<file path="config.mk">
export PLATFORM = sky130hd
export DESIGN_NAME = pushbutton_debouncer
export DESIGN_NICKNAME = d
export VERILOG_FILES = /design/src/rtl/pushbutton_debouncer.sv
export SDC_FILE = /design/constraint.sdc
export NUM_CORES = 1
export LEC_CHECK = 0
export CORE_MARGIN = 2
export CORE_UTILIZATION = 33
export CTS_CLUSTER_DIAMETER = 30
export CTS_CLUSTER_SIZE = 16
export DETAILED_ROUTE_END_ITERATION = 10
export PLACE_DENSITY = 0.48
export SLEW_MARGIN = 15
export SYNTH_ARGS = -nofsm -noshare
export SYNTH_HDL_FRONTEND = slang
export SYNTH_SLANG_ARGS = --single-unit
</file>
<file path="constraint.sdc">
create_clock -name CLK -period 1.9 [get_ports CLK]
set_input_delay 0.57 -clock CLK [delete_from_list [all_inputs] [get_ports CLK]]
set_output_delay 0.57 -clock CLK [all_outputs]
set_load 0.1 [all_outputs]
</file>
<file path="src/rtl/pushbutton_debouncer.sv">
// Push-button debouncer: debounced level plus single, repeating and continuous
// clock-enable pulse streams, all decoded from a registered Moore FSM.
module pushbutton_debouncer #(
   parameter int N_dc = 21
) (
   input  logic CLK,
   input  logic RESET,
   input  logic PB,
   output logic DPB,
   output logic SCEN,
   output logic MCEN,
   output logic CCEN
);

   localparam int T_DB   = 2 ** (N_dc - 2);
   localparam int T_HOLD = 2 ** (N_dc - 1);
   localparam int T_REP  = 2 ** (N_dc - 2);

   localparam logic [N_dc-1:0] C_ZERO      = '0;
   localparam logic [N_dc-1:0] C_ONE       = (N_dc)'(1);
   localparam logic [N_dc-1:0] C_DB_LAST   = (N_dc)'(T_DB - 1);
   localparam logic [N_dc-1:0] C_HOLD_LAST = (N_dc)'(T_HOLD - 1);
   localparam logic [N_dc-1:0] C_REP_LAST  = (N_dc)'(T_REP - 1);

   localparam logic [2:0] ST_INI = 3'd0;
   localparam logic [2:0] ST_DB  = 3'd1;
   localparam logic [2:0] ST_SC  = 3'd2;
   localparam logic [2:0] ST_WS  = 3'd3;
   localparam logic [2:0] ST_MC  = 3'd4;
   localparam logic [2:0] ST_REP = 3'd5;
   localparam logic [2:0] ST_CCR = 3'd6;

   logic [2:0]      r_state;
   logic [N_dc-1:0] r_cnt;
   logic [2:0]      w_state_nxt;
   logic [N_dc-1:0] w_cnt_nxt;

   // NOTE: every variable written here gets a default first, so no path through
   // the case statement can leave it unassigned and infer a latch.
   always_comb begin
      w_state_nxt = r_state;
      w_cnt_nxt   = C_ZERO;
      case (r_state)
         ST_INI: begin
            if (PB) w_state_nxt = ST_DB;
         end
         ST_DB: begin
            if (!PB) begin
               w_state_nxt = ST_INI;
            end else if (r_cnt == C_DB_LAST) begin
               w_state_nxt = ST_SC;
            end else begin
               w_cnt_nxt = r_cnt + C_ONE;
            end
         end
         ST_SC: begin
            w_state_nxt = PB ? ST_WS : ST_CCR;
         end
         ST_WS: begin
            if (!PB) begin
               w_state_nxt = ST_CCR;
            end else if (r_cnt == C_HOLD_LAST) begin
               w_state_nxt = ST_MC;
            end else begin
               w_cnt_nxt = r_cnt + C_ONE;
            end
         end
         ST_MC: begin
            w_state_nxt = PB ? ST_REP : ST_CCR;
         end
         ST_REP: begin
            if (!PB) begin
               w_state_nxt = ST_CCR;
            end else if (r_cnt == C_REP_LAST) begin
               w_state_nxt = ST_MC;
            end else begin
               w_cnt_nxt = r_cnt + C_ONE;
            end
         end
         ST_CCR: begin
            // A bounce back high only restarts the release timer; it never re-arms a press.
            if (!PB && r_cnt == C_DB_LAST) begin
               w_state_nxt = ST_INI;
            end else if (!PB) begin
               w_cnt_nxt = r_cnt + C_ONE;
            end
         end
         default: begin
            w_state_nxt = ST_INI;
         end
      endcase
   end

   // NOTE: sequential state uses non-blocking assignments so every register
   // samples the pre-edge values, independent of statement order.
   always_ff @(posedge CLK) begin
      if (RESET) begin
         r_state <= ST_INI;
         r_cnt   <= C_ZERO;
      end else begin
         r_state <= w_state_nxt;
         r_cnt   <= w_cnt_nxt;
      end
   end

   // Moore decode: outputs depend on the registered state only, never on PB.
   always_comb begin
      DPB  = 1'b0;
      SCEN = 1'b0;
      MCEN = 1'b0;
      CCEN = 1'b0;
      case (r_state)
         ST_SC: begin
            DPB  = 1'b1;
            SCEN = 1'b1;
            MCEN = 1'b1;
            CCEN = 1'b1;
         end
         ST_WS:  DPB = 1'b1;
         ST_MC: begin
            DPB  = 1'b1;
            MCEN = 1'b1;
            CCEN = 1'b1;
         end
         ST_REP: begin
            DPB  = 1'b1;
            CCEN = 1'b1;
         end
         ST_CCR: DPB = 1'b1;
         default: begin
            DPB  = 1'b0;
            SCEN = 1'b0;
            MCEN = 1'b0;
            CCEN = 1'b0;
         end
      endcase
   end

endmodule

</file>
# Yosys cells after proc, flatten, opt, wreduce, memory -nomap -nowiden
# Cells that the tools add are included.
# Widths: inputs -> output; s select.
totals:
  latchBits: 0
  mem_count: 0
  romBits: 0
  wordCells: 46
  ramBits: 0
  reg_bits: 24
op_classes:
  bitwise: 0
  mux: 22
  div_mod_pow: 0
  addsub: 1
  eq_ne: 13
  magnitude_cmp: 0
  shift: 0
  n_reduce_logical: 8
  n_mul: 0
ops:
  columns: ["operator", "n"]
  rows:
  - ["$mux 21", 6]
  - ["$pmux 21 s3", 1]
  - ["$mux 3", 9]
  - ["$add 21x1->21 const B", 1]
  - ["$eq 21x19->1 const B", 1]
  - ["$eq 21x20->1 const B", 1]
  - ["$pmux 3 s7", 1]
  - ["$eq 3x3->1 const B", 3]
  - ["$ne 3x3->1 const B", 3]
  - ["$eq 3x2->1 const B", 2]
  - ["$reduce_and 5->1", 1]
  - ["$reduce_or 5->1", 1]
  - ["$mux 1", 4]
  - ["$ne 2x2->1 const B", 2]
  - ["$reduce_or 2->1", 2]
  - ["$eq 3x1->1 const B", 1]
  - ["$logic_not 3->1", 1]
  - ["$reduce_or 3->1", 1]
  - ["$mux 2", 1]
  - ["$logic_and 1x1->1", 1]
  - ["$logic_not 1->1", 1]

# Depth between registers and ports, before layout
logic_depth:
  depth_word: 4
  depth_mapped: 7
  ltp_nobuf: 6

# Least setup slack after synthesis
# Ideal clock, no wire load.
synth_path:
  path_type: "register to output"
  start: "register r_state[1]"
  end: "output CCEN"
  setup_slack_ns: -1.429
  stages_incl_launch_ff: 4
  t_arrival_ns: 2.759
  path_cell_list: "dfxtp_1 -> clkbuf_1 -> nand2b_1 -> o21ai_0"
synth_between:
  elab_chain_cells: 3
  word_cells_on_any_way: 5
  cone_classes: "eq/ne: 3; mux: 1; reduce/logical: 1"
synth_lines:
  columns: ["item", "line", "source"]
  rows:
  - ["start, declared", "33", "logic [2:0] r_state;"]
  - ["start signal, assigned", "101", "r_state <= w_state_nxt;"]
  - ["$eq 3x3->1 / $eq 3x2->1 (equally long branches)", "112", "case (r_state)"]
  - ["$reduce_or 3->1 (no line) *", null, null]
  - ["$mux 1 *", "112", null]
  - ["end, declared", "12", "output logic CCEN"]
# Mark *: on every way between the ends. The rest lies on a longest branch, timed or not.

# Worst setup path in the final report
layout_path:
  start: "register r_state[1]"
  end: "output MCEN"
layout_between:
  elab_chain_cells: 3
  word_cells_on_any_way: 4
  cone_classes: "eq/ne: 2; mux: 1; reduce/logical: 1"
layout_lines:
  columns: ["item", "line", "source"]
  rows:
  - ["$eq 3x3->1 / $eq 3x2->1 (equally long branches)", "112", null]
  - ["$reduce_or 2->1 (no line) *", null, null]
  - ["$mux 1 *", "112", null]
  - ["end, declared", "11", "output logic MCEN,"]
# Marks and branches as above.

==> results.toml <==
[run_status]
status = "complete, no violations"

[synthesis]
synth-xor-area-share_pct = 13.5
synth_edf_count = 0
synthTopCellsByArea = "dfxtp_1 39%, nor2_1 9.8%, xor2_1 8.5%, xnor2_1 5.0%, nand3_1 4.9%"
ys_top_cells_by_count = "32 x nor2_1, 24 x dfxtp_1, 12 x nand3_1, 12 x xor2_1, 8 x nand2_1"
ys.flop_type = "dfxtp_1"
synth_mux_area_share_pct = 0
synth_compound_area_share_pct = 7.83
synth_warnings = 0
avgSynthCellArea_um2 = 8.54
synth_fp_nets = 148
synth_top_family_by_area = "simple AND/OR/NAND/NOR gates"
synth_area_um2 = 1230
netlist_instances = 144
yosys.area_share.simple_pct = 34.9
yosys_register_bits = 24
yosys.area_share.adder_pct = 1.02
synth.most_common_cell = "nor2_1"
synth_top_area_share_pct = 39.1
post-synth-top-area-cell = "dfxtp_1"
synth_cell_types = 32
ys_async_sr_fraction_pct = 0
yosysSeqAreaShare_pct = 39.1

[placed_design]
portBuffers = 6
pre_cts_ws_ns = -0.216
hpwl_um = 1690
dpl-instance-area_um2 = 1440
gp_congestion = 0.714

[global_route]
grt_max_degree = 22
track_usage_pct = 12.6
antenna_found_initial = 0
grt_pass1_wl_um = 4200
grt_pass1_vias = 976
overflow = 0

[floorplan]
die_height_um = 65.1
die-area_um2 = 4230
core-area_um2 = 3630
die_w_um = 65.1
initial_core_util_pct = 33.8
ios = 7
core.rowCount = 22

[job]
maxCapViolCount = 0

[cts]
cts_max_level = 1
clk_latency_ns = 0.27
cts_buffers = 3
cts.sinks = 24
clk_pin_slew_ns = 0.09
clockBufferDepth = 2
cts_root_buffer = "clkbuf_8"
cts_tree = "built"
postCtsHoldBufs = 0
post-cts-setup-buffers = 0

[routing]
vias = 995
vias_per_cell = 4.90
drt-initial-drc-count = 60
wl_um = 2390
drt-wirelength-per-cell_um = 11.8
first_pass_iters = 4
final_antenna_net_count = 0
drc = 0

[worst_setup_path]
cpPeakStageDelay_ns = 0.38
end_kind = "output pin"
cp_data_required_time_ns = 1.33
worstReg2RegStart = "r_cnt[0]"
rr_worst_depth = 5
path_cells = "nand2b_2 > a21oi_4 > buf_12"
reg2reg_slack_ns = 0.18
r2r-end = "r_state[2]"
crit_fanout = 9
path_buf_inv = 1
cp_slowest_cell = "dfxtp_2"
critPathKind = "reg2out"
cp_top_family = "flip-flops"
arrival_ns = 1.28
cp-start-kind = "flop"

[final_layout]
fin_area_um2 = 1560
drive_above_1_share_pct = 21.3
areaGrowthSynthToFinish_pct = 27.1
n_fill_cell = 374
nNetsFinal = 160
diodes = 0

[sta]
fin_crit_sh_pct = 97.2
worst_slack_ns = 0.0528
finalClockSkew_ns = 0.00753
tightest_slew_ns = 0.399
slew_headroom_pct = 73.2
max_freq_ghz = 0.541
finalSetupViolations = 0
hold_violations = 0
slew_violations = 0
period_minus_slack_ns = 1.85

[pwr]
power.switching_uw = 578
seqPwrFrac_pct = 35.4
comb_power_share_pct = 37.0
power.internal_uw = 1030
pwr-share-clk_pct = 27.7
power_per_cell_area_nw_per_um2 = 1030
p_leak_uw = 0.000557
swShare_pct = 36.0
vdd.ir_drop.worst_mv = 0.314

[hold_path]
hp-start = "r_cnt[0]"
min_path_cells = 1
holdCritPathClass = "reg2reg"
min_to = "r_cnt[0]"
-- per-stage QoR --
stage	cells	setup TNS (ns)	total power [µW]	hold slack, ns	util, %
after global placement	199	-3.91	1140	0.435	39.7
after detailed placement	199	-4.31	1140	0.442	39.7
final	203	0	1600	0.457	43.0
after floorplan	144	-0.400	952	0.417	-
after CTS	203	0	1590	0.455	41.8
after global routing	203	-0.000772	1670	0.498	43.0
-- cells by family (layout without fill, tap and decap cells) --
logic type                 Yosys count  after routing
and+or+nand+nor                     77             77
AOI/OAI and AO/OA                   15             15
buffers and inverters                8             19
adders and majority gates            1              1
DFF                                 24             24
xor gates and xnor gates            19             19
-- repair_timing --
item,in CTS,in global routing
pin swaps,0,1
gates resized for setup,3,9
setup endpoints to repair,3,24
-- placed cells by master (no fill, tap or decap), types with 2 or more instances in the layout --
master and instances:
nor2_1 31, dfxtp_1 21, xor2_1 12, nand3_1 11, nand2_1 8, xnor2_1 7, nand4_1 5, buf_12 5
buf_4 5, a31oi_1 4, a21oi_1 4, inv_1 3, nor3_1 3, clkbuf_8 3, dfxtp_2 3, a21oi_4 2
nor4_4 2, and3_1 2
-- routing by layer --
| layer | part of all wire [%] | GRT usage, % | vias to the layer above |
|---|---|---|---|
| li1 | - | - | 522 |
| met1 | 47 | 15.2 | 459 |
| met2 | 49 | 21.9 | 9 |
| met3 | 2.5 | 2.78 | 5 |
| met4 | 1.5 | 4.69 | 0 |
| met5 | 0 | 0 | - |
-- power by group through the flow --
stage	clock [µW]	sequential, µW	combinational, µW
floorplan	0	538	414
global placement	0	569	569
detailed placement	0	568	572
CTS	459	559	577
global route	482	572	618
finish	444	567	593
-- worst max path at each step --
| stage | slack, ns | start | depth (start not counted) | to |
|---|---|---|---|---|
| after global placement | -0.22 | PB | 7 | r_state[1] |
| after global routing | -0.0008 | r_state[2] | 4 | DPB |
| after CTS | 0.04 | r_state[0] | 2 | CCEN |
| after detailed placement | -0.22 | PB | 7 | r_state[1] |
| after floorplan | -0.22 | r_state[1] | 3 | CCEN |
| final | 0.05 | r_state[1] | 3 | MCEN |
-- sequential cells by signal (all words and copies together), names as in the netlist --
name and flops:
r_cnt 21, r_state 3
-- final cells by class --
cell class / count / area, µm² / share of cell area [%]
clock buffers: 3 / 41.3 / 2.64
repair buffers: 12 / 160 / 10.2
well taps: 48 / 60.1 / 3.84
inverters: 3 / 11.3 / 0.721
multi-input cells: 112 / 776 / 49.6
clock inverters: 1 / 30.0 / 1.92
flip-flops and latches: 24 / 484 / 31.0
(Power assumes the default switching activity.)
